<file path="src/rtl/sqrt_fixup_fifo.sv">
// Converts ceiling-root results from the 8-bit square-root unit into floor root plus
// remainder. It also checks each result for consistency, counts exact and inexact
// results, and buffers them in a small credit-protected FIFO.
module sqrt_fixup_fifo #(
  parameter int DEPTH = 4,
  parameter int CNT_W = 8
) (
  input  logic                      clk,
  input  logic                      reset,
  input  logic                      in_valid,
  output logic                      in_ready,
  input  logic [7:0]                in_radicand,
  input  logic [7:0]                in_root,
  input  logic                      in_exact,
  output logic                      out_valid,
  input  logic                      out_ready,
  output logic [7:0]                out_floor,
  output logic [7:0]                out_rem,
  output logic                      out_exact,
  output logic                      err_flag,
  output logic [CNT_W-1:0]          exact_cnt,
  output logic [CNT_W-1:0]          inexact_cnt,
  output logic [$clog2(DEPTH):0]    level
);

  localparam int AW = $clog2(DEPTH);
  localparam int LW = AW + 1;

  // Handshake: a transfer happens on a rising edge where valid & ready are both high.
  // Valid is never withdrawn by this block, and ready never depends on valid.

  logic             s1_valid, s1_exact;
  logic [7:0]       s1_rad, s1_root, s1_floor;
  logic             s2_valid, s2_exact;
  logic [7:0]       s2_floor, s2_rem;

  logic [7:0]       floor_mem [DEPTH];
  logic [7:0]       rem_mem   [DEPTH];
  logic             exact_mem [DEPTH];
  logic [AW-1:0]    wr_ptr, rd_ptr;

  logic             accept, push, pop;
  logic [LW:0]      credit;
  logic [7:0]       root_m1;
  logic [15:0]      rad16, sq_root, sq_root_m1, sq_floor, rem_full;
  logic             err_check;

  // Credits cover everything in flight, so a pipeline entry always finds a FIFO slot.
  assign credit    = {1'b0, level} + (LW+1)'(s1_valid) + (LW+1)'(s2_valid);
  assign in_ready  = credit < (LW+1)'(DEPTH);
  assign accept    = in_valid & in_ready;
  assign push      = s2_valid;
  assign out_valid = level != '0;
  assign pop       = out_valid & out_ready;

  assign out_floor = floor_mem[rd_ptr];
  assign out_rem   = rem_mem[rd_ptr];
  assign out_exact = exact_mem[rd_ptr];

  always_comb begin
    root_m1    = s1_root - 8'd1;
    rad16      = {8'd0, s1_rad};
    sq_root    = {8'd0, s1_root} * {8'd0, s1_root};
    sq_root_m1 = {8'd0, root_m1} * {8'd0, root_m1};
    sq_floor   = {8'd0, s1_floor} * {8'd0, s1_floor};
    rem_full   = rad16 - sq_floor;
    if (s1_exact)
      err_check = sq_root != rad16;
    else
      err_check = (s1_root == 8'd0) || (sq_root <= rad16) || (sq_root_m1 > rad16);
  end

  always_ff @(posedge clk or posedge reset) begin
    if (reset) begin
      s1_valid <= 1'b0;
      s1_exact <= 1'b0;
      s1_rad   <= '0;
      s1_root  <= '0;
      s1_floor <= '0;
      s2_valid <= 1'b0;
      s2_exact <= 1'b0;
      s2_floor <= '0;
      s2_rem   <= '0;
      err_flag <= 1'b0;
    end else begin
      s1_valid <= accept;
      if (accept) begin
        s1_rad   <= in_radicand;
        s1_root  <= in_root;
        s1_exact <= in_exact;
        s1_floor <= in_exact ? in_root : in_root - 8'd1;
      end
      s2_valid <= s1_valid;
      if (s1_valid) begin
        s2_floor <= s1_floor;
        s2_rem   <= rem_full[7:0];
        s2_exact <= s1_exact & ~err_check;
        if (err_check) err_flag <= 1'b1;
      end
    end
  end

  always_ff @(posedge clk or posedge reset) begin
    if (reset) begin
      for (int i = 0; i < DEPTH; i++) begin
        floor_mem[i] <= '0;
        rem_mem[i]   <= '0;
        exact_mem[i] <= 1'b0;
      end
      wr_ptr      <= '0;
      rd_ptr      <= '0;
      level       <= '0;
      exact_cnt   <= '0;
      inexact_cnt <= '0;
    end else begin
      if (push) begin
        floor_mem[wr_ptr] <= s2_floor;
        rem_mem[wr_ptr]   <= s2_rem;
        exact_mem[wr_ptr] <= s2_exact;
        wr_ptr            <= wr_ptr + AW'(1);
        if (s2_exact) begin
          if (exact_cnt != '1) exact_cnt <= exact_cnt + CNT_W'(1);
        end else begin
          if (inexact_cnt != '1) inexact_cnt <= inexact_cnt + CNT_W'(1);
        end
      end
      if (pop) rd_ptr <= rd_ptr + AW'(1);
      level <= level + LW'(push) - LW'(pop);
    end
  end

endmodule

</file>
<file path="config.mk">
export PLATFORM = sky130hd
export DESIGN_NAME = sqrt_fixup_fifo
export DESIGN_NICKNAME = d
export VERILOG_FILES = /design/src/rtl/sqrt_fixup_fifo.sv
export SDC_FILE = /design/constraint.sdc
export NUM_CORES = 1
export LEC_CHECK = 0
export ABC_CLOCK_PERIOD_IN_PS = 5300
export CORE_MARGIN = 8
export CORE_UTILIZATION = 55
export CTS_CLUSTER_DIAMETER = 50
export DETAILED_ROUTE_END_ITERATION = 10
export GPL_TIMING_DRIVEN = 0
export PLACE_DENSITY = 0.77
export SKIP_CTS_REPAIR_TIMING = 1
export SYNTH_ARGS = -nofsm -noshare
export SYNTH_HDL_FRONTEND = slang
export SYNTH_SLANG_ARGS = --single-unit
</file>
<file path="constraint.sdc">
create_clock -name clk -period 5.3 [get_ports clk]
set_input_delay 1.06 -clock clk [delete_from_list [all_inputs] [get_ports clk]]
set_output_delay 1.06 -clock clk [all_outputs]
set_load 0.03 [all_outputs]
</file>
# After elaboration in Yosys (flattened, before gate mapping)
# Index checks and enable logic that the tools add are counted.
# totals
word_cells,83
reg_bits,136
in_bits,21
# classes
reduce_logical,8
n_mul,3
bitwise,7
addsub,11
muxes,18
eq_ne,3
n_lt_le_gt_ge,6
# ops
op,n
bitwise mux 32 bit,2
two-way mux 8 bit,6
binary-select mux 8 bit (select 2 bit),2
multiplier 8 x 8 -> 16 bit,2
adder 8 x 1 -> 8 bit (second input constant),2
demux 8 bit (select 2 bit),1
> comparator 16 x 8 -> 1 bit,1
<= comparator 16 x 8 -> 1 bit,1
!= test 16 x 8 -> 1 bit,1
!= test 8 bit (second input constant),2
subtractor 8 x 1 -> 8 bit (second input constant),2
zero test 8 bit,1
multiplier 8 x 8 -> 8 bit,1
subtractor 8 bit,1
>= comparator 3 bit (second input constant),2
NOT 2 -> 3 bit,2
AND reduction 3 bit,2
adder 2 x 1 -> 2 bit (second input constant),2
adder 3 x 1 -> 4 bit,1
adder 4 x 1 -> 4 bit,1
bitwise mux 4 bit,1
< comparator 4 x 3 -> 1 bit (second input constant),1
two-way mux 1 bit,4
adder 3 x 1 -> 3 bit,1
other kinds (10),14

# Logic depth before layout (Yosys ltp)
# depth
word_depth,7
mapped_depth,25
ltp_nobuf,25

# Worst setup path after synthesis
# Ideal clock, no wire load.
# synth_timing
path_type,reg2reg
start,register s1_root[0]
end,register err_flag
path_stages_with_launch,25
path_buffers,0
synth_period_minus_slack_ns,5.830
arrival_ns,5.704
setup_slack_ns,-0.530
setup_ns,0.126
cell_sequence,dfrtp_1 inv_1 ha_1 nand2_1 xnor2_1 nor2_1 inv_1 fa_1 inv_1 fa_1 ha_1 inv_1 fa_1 inv_1 ha_1 and4b_1 a221oi_1 xnor2_1 ha_1 nand4_1 a21oi_1 o32a_1 nor4_1 o2111ai_1 o32a_1
# synth_between
elab_chain_cells,6
# synth_rtl
item,line,text
from (decl),33,"logic [7:0] s1_rad, s1_root, s1_floor;"
from (signal assigned),89,s1_root <= in_root;
subtractor 8 x 1 -> 8 bit or multiplier 8 x 8 -> 16 bit (tied branches),"61, 63",
multiplier 8 x 8 -> 16 bit or <= comparator 16 x 8 -> 1 bit (tied branches),"64, 70",
> comparator 16 x 8 -> 1 bit or logical OR 1 bit (tied branches),70,err_check = (s1_root == 8'd0) || (sq_root <= rad16) || (sq_root_m1 > rad16);
logical OR 1 bit,70,
two-way mux 1 bit (*),67,if (s1_exact)
AND reduction 2 bit (no line) (*),-,
to (signal assigned),84,err_flag <= 1'b0;
to (signal assigned),98,if (err_check) err_flag <= 1'b1;
to (decl),20,"output logic err_flag,"
# Mark *: on every way between the ends. The rest lies on a longest branch, timed or not.
# A chain may end at the register's enable or synchronous reset.

# Worst setup path after layout
# Same ends and word-level chain as after synthesis.

==> flow_summary.yaml <==
drt:
  drt_iter0_drc: 368
  dr.max_layer_used: "met4"
  dr_total_vias: 7348
  first_pass_iters: 4
  routed_via_density: 5.53
  avgRoutedWirePerCell_um: 16.8
  drc_errors: 0
  met3WireLength_um: 700
  dr_wl_met2_um: 12200
  drt-met1-wl_um: 9060
  antenna_left: 0
  routed_wl_um: 22300
synth:
  synth.distinct_cells: 55
  ys_top_cells_by_count: "dfrtp_1, inv_1, ha_1"
  yosysTopAreaCellShare: 0.328
  synth_top_area_cell: "dfrtp_1"
  ys.flop_type: "dfrtp_1"
  syn-mean-instance-area_um2: 10.8
  synth_edf_count: 0
  ys_seq_area_frac: 0.328
  yosysWarnings: 0
  synthArstFlopShare: 1.00
  ys_top_cells_by_area: "dfrtp_1, ha_1, fa_1, mux2_2, inv_1"
  synth_cells: 965
  ys_ff_latch: 136
  syn_area_mm2: 0.0104
floorplan:
  placementRows: 50
  start_util: 0.557
  coreArea_mm2: 0.0186
  dieArea_mm2: 0.0235
  die_x_um: 153
  io_pins: 60
  die_h_um: 153
timing:
  hold_viol: 0
  rsz0062_at_grt: "yes"
  setup_tns_ns: -0.309
  period_needed_ns: 5.61
  fmax_ghz: 0.178
  slew_viol_final: 0
  finalSetupViolations: 1
  fin_hold_ws_ns: 0.486
  setup_ws_ns: -0.309
  relSlewSlack: 0.450
  skew_ns: 0.00557
  tightest_slew_ns: 0.824
  period_share: 1.06
clocking:
  cts.sinks: 136
  clockBufferDepth: 2
  cts_root_buffer: "clkbuf_16"
  worstSkewPairLatency_ns: 0.41
  worst_setup_hold_path_clk_slew_ns: 0.05
  cts_tree: "yes"
  cts_buffers: 17
  htreeDepth: 4
global_routing:
  antenna_found_initial: 0
  first_global_vias: 7671
  grt_pass1_wl_um: 37100
  grt_remaining_overflow: 0
  grt_max_degree: 104
  grt_util_all_layers: 0.192
critical_path:
  cp_slowest_stage_delay_ns: 0.49
  required_ns: 5.60
  critPathMaxFanout: 8
  cp.arrival_ns: 5.91
  cp-start-kind: "flop"
  cp_top_family: "adder cells"
  critPathMostFrequentCell: "inv_2"
  cp_slowest_cell: "dfrtp_2"
  critical_path.cell_chain: "clkinv_4, ha_4, nand2_4, xnor2_4, nor2_4, inv_2, fa_2, inv_2, fa_1, ha_1, inv_1, fa_1, inv_2, ha_4, and4b_1, a221oi_4, xnor2_1, ha_1, nand4_1, a21oi_1, o32a_1, nor4_2, o2111ai_1, o32a_1"
  cp_num_buf_inv: 5
  regToRegStartpoint: "s1_root[0]"
  cp-end-kind: "flop"
  criticalPathCategory: "flop to flop"
  critPathLaunch: "s1_root[0]"
min_path:
  hold_start: "s1_floor[7]"
  holdCritPathClass: "flop to flop"
layout:
  multi_input_area_mm2: 0.00674
  n_antenna_cell: 0
  nNetsFinal: 1272
  areaGrowthSynthToFinish_pct: 21.0
  seqCellArea_mm2: 0.00341
  drive_gt1_frac: 0.230
  n_fill_cell: 1389
placement:
  globalplace.congestion: 0.840
  dp_hpwl_um: 16600
  numPortBuffers: 59
outcome:
  outcome: "complete, but fails checks"
  violations: "negative setup slack"
run:
  drv_cap: 0
final timing paths:
| path | to | slack (ns) | depth (start not counted) |
|---|---|---|---|
| worst max register to register | err_flag | -0.31 | 24 |
| max in group asynchronous | rem_mem[12] | 3.48 | 3 |
| worst max-delay path | err_flag | -0.31 | 24 |
| worst min register to register | s1_floor[7] | 0.49 | 2 |
| worst min-delay path | s1_floor[7] | 0.49 | 2 |
| min in group asynchronous | inexact_cnt[4] | 1.01 | 2 |
cell usage in the layout (no fill, tap or decap), drive strengths merged, types with 5 or more instances in the layout:
cell / count
buf: 42
nand2b: 15
mux2: 96
fa: 62
xor2: 18
clkinv: 6
inv: 134
clkdlybuf4s50: 59
nor2: 56
nor3: 15
dfrtp: 136
a21o: 14
nand4: 11
clkbuf: 40
mux4: 17
o21a: 5
nand3: 9
o21ai: 28
and2: 19
and3: 5
xnor2: 47
a21oi: 26
nand2: 60
ha: 108
or2: 5
metal layers:
layer,track usage,vias up
li1,-,3473
met1,0.230,3737
met2,0.350,110
met3,0.0341,28
met4,0.0504,0
met5,0,-
worst reg2reg max path, stage by stage, from the launching register on:
cell and delay [ns]:
dfrtp_2 0.49, clkinv_4 0.11, ha_4 0.20, nand2_4 0.08
xnor2_4 0.15, nor2_4 0.11, inv_2 0.05, fa_2 0.37
inv_2 0.07, fa_1 0.43, ha_1 0.29, inv_1 0.04
fa_1 0.49, inv_2 0.05, ha_4 0.23, and4b_1 0.20
a221oi_4 0.29, xnor2_1 0.19, ha_1 0.29, nand4_1 0.12
a21oi_1 0.05, o32a_1 0.39, nor4_2 0.32, o2111ai_1 0.18
o32a_1 0.30
registers in the layout, indices dropped and copies added (netlist names), 3 cells and up:
signal	cells
inexact_cnt	8
rem_mem	32
s1_floor	8
level	3
exact_mem	4
s2_floor	8
s2_rem	8
s1_rad	8
s1_root	8
floor_mem	32
exact_cnt	8
kinds of logic (layout without fill, tap and decap cells):
family	Yosys count	after routing	synth area share
mux	116	116	0.144
fa+ha+maj	170	170	0.250
buf+inv	159	286	0.0576
compound gates	105	105	0.0675
xor+xnor	65	65	0.0548
other cells	2	4	0.000723
flops	136	136	0.328
simple gates	212	212	0.0982
layout make-up:
type,instances,area share
multi-input cells,672,0.537
flip-flops and latches,136,0.271
repair buffers,95,0.0704
inverters,136,0.0423
clock buffers,23,0.0373
well taps,234,0.0233
clock inverters,9,0.00976
plain buffers,23,0.00877
stage by stage:
stage | setup WS (ns) | instances | utilization | cell area [um^2]
4_1_cts | -0.702 | 1293 | 0.645 | 12000
2_1_floorplan | 0.000478 | 967 | - | 10500
3_5_place_dp | -0.656 | 1261 | 0.613 | 11400
3_3_place_gp | -1.62 | 1260 | 0.612 | 11400
6_report | -0.309 | 1328 | 0.674 | 12600
5_1_grt | -0.472 | 1328 | 0.674 | 12600
Power is left out: the tool's default activity adds up to more than one toggle a clock period on the data nets, which glitch-free logic cannot reach.
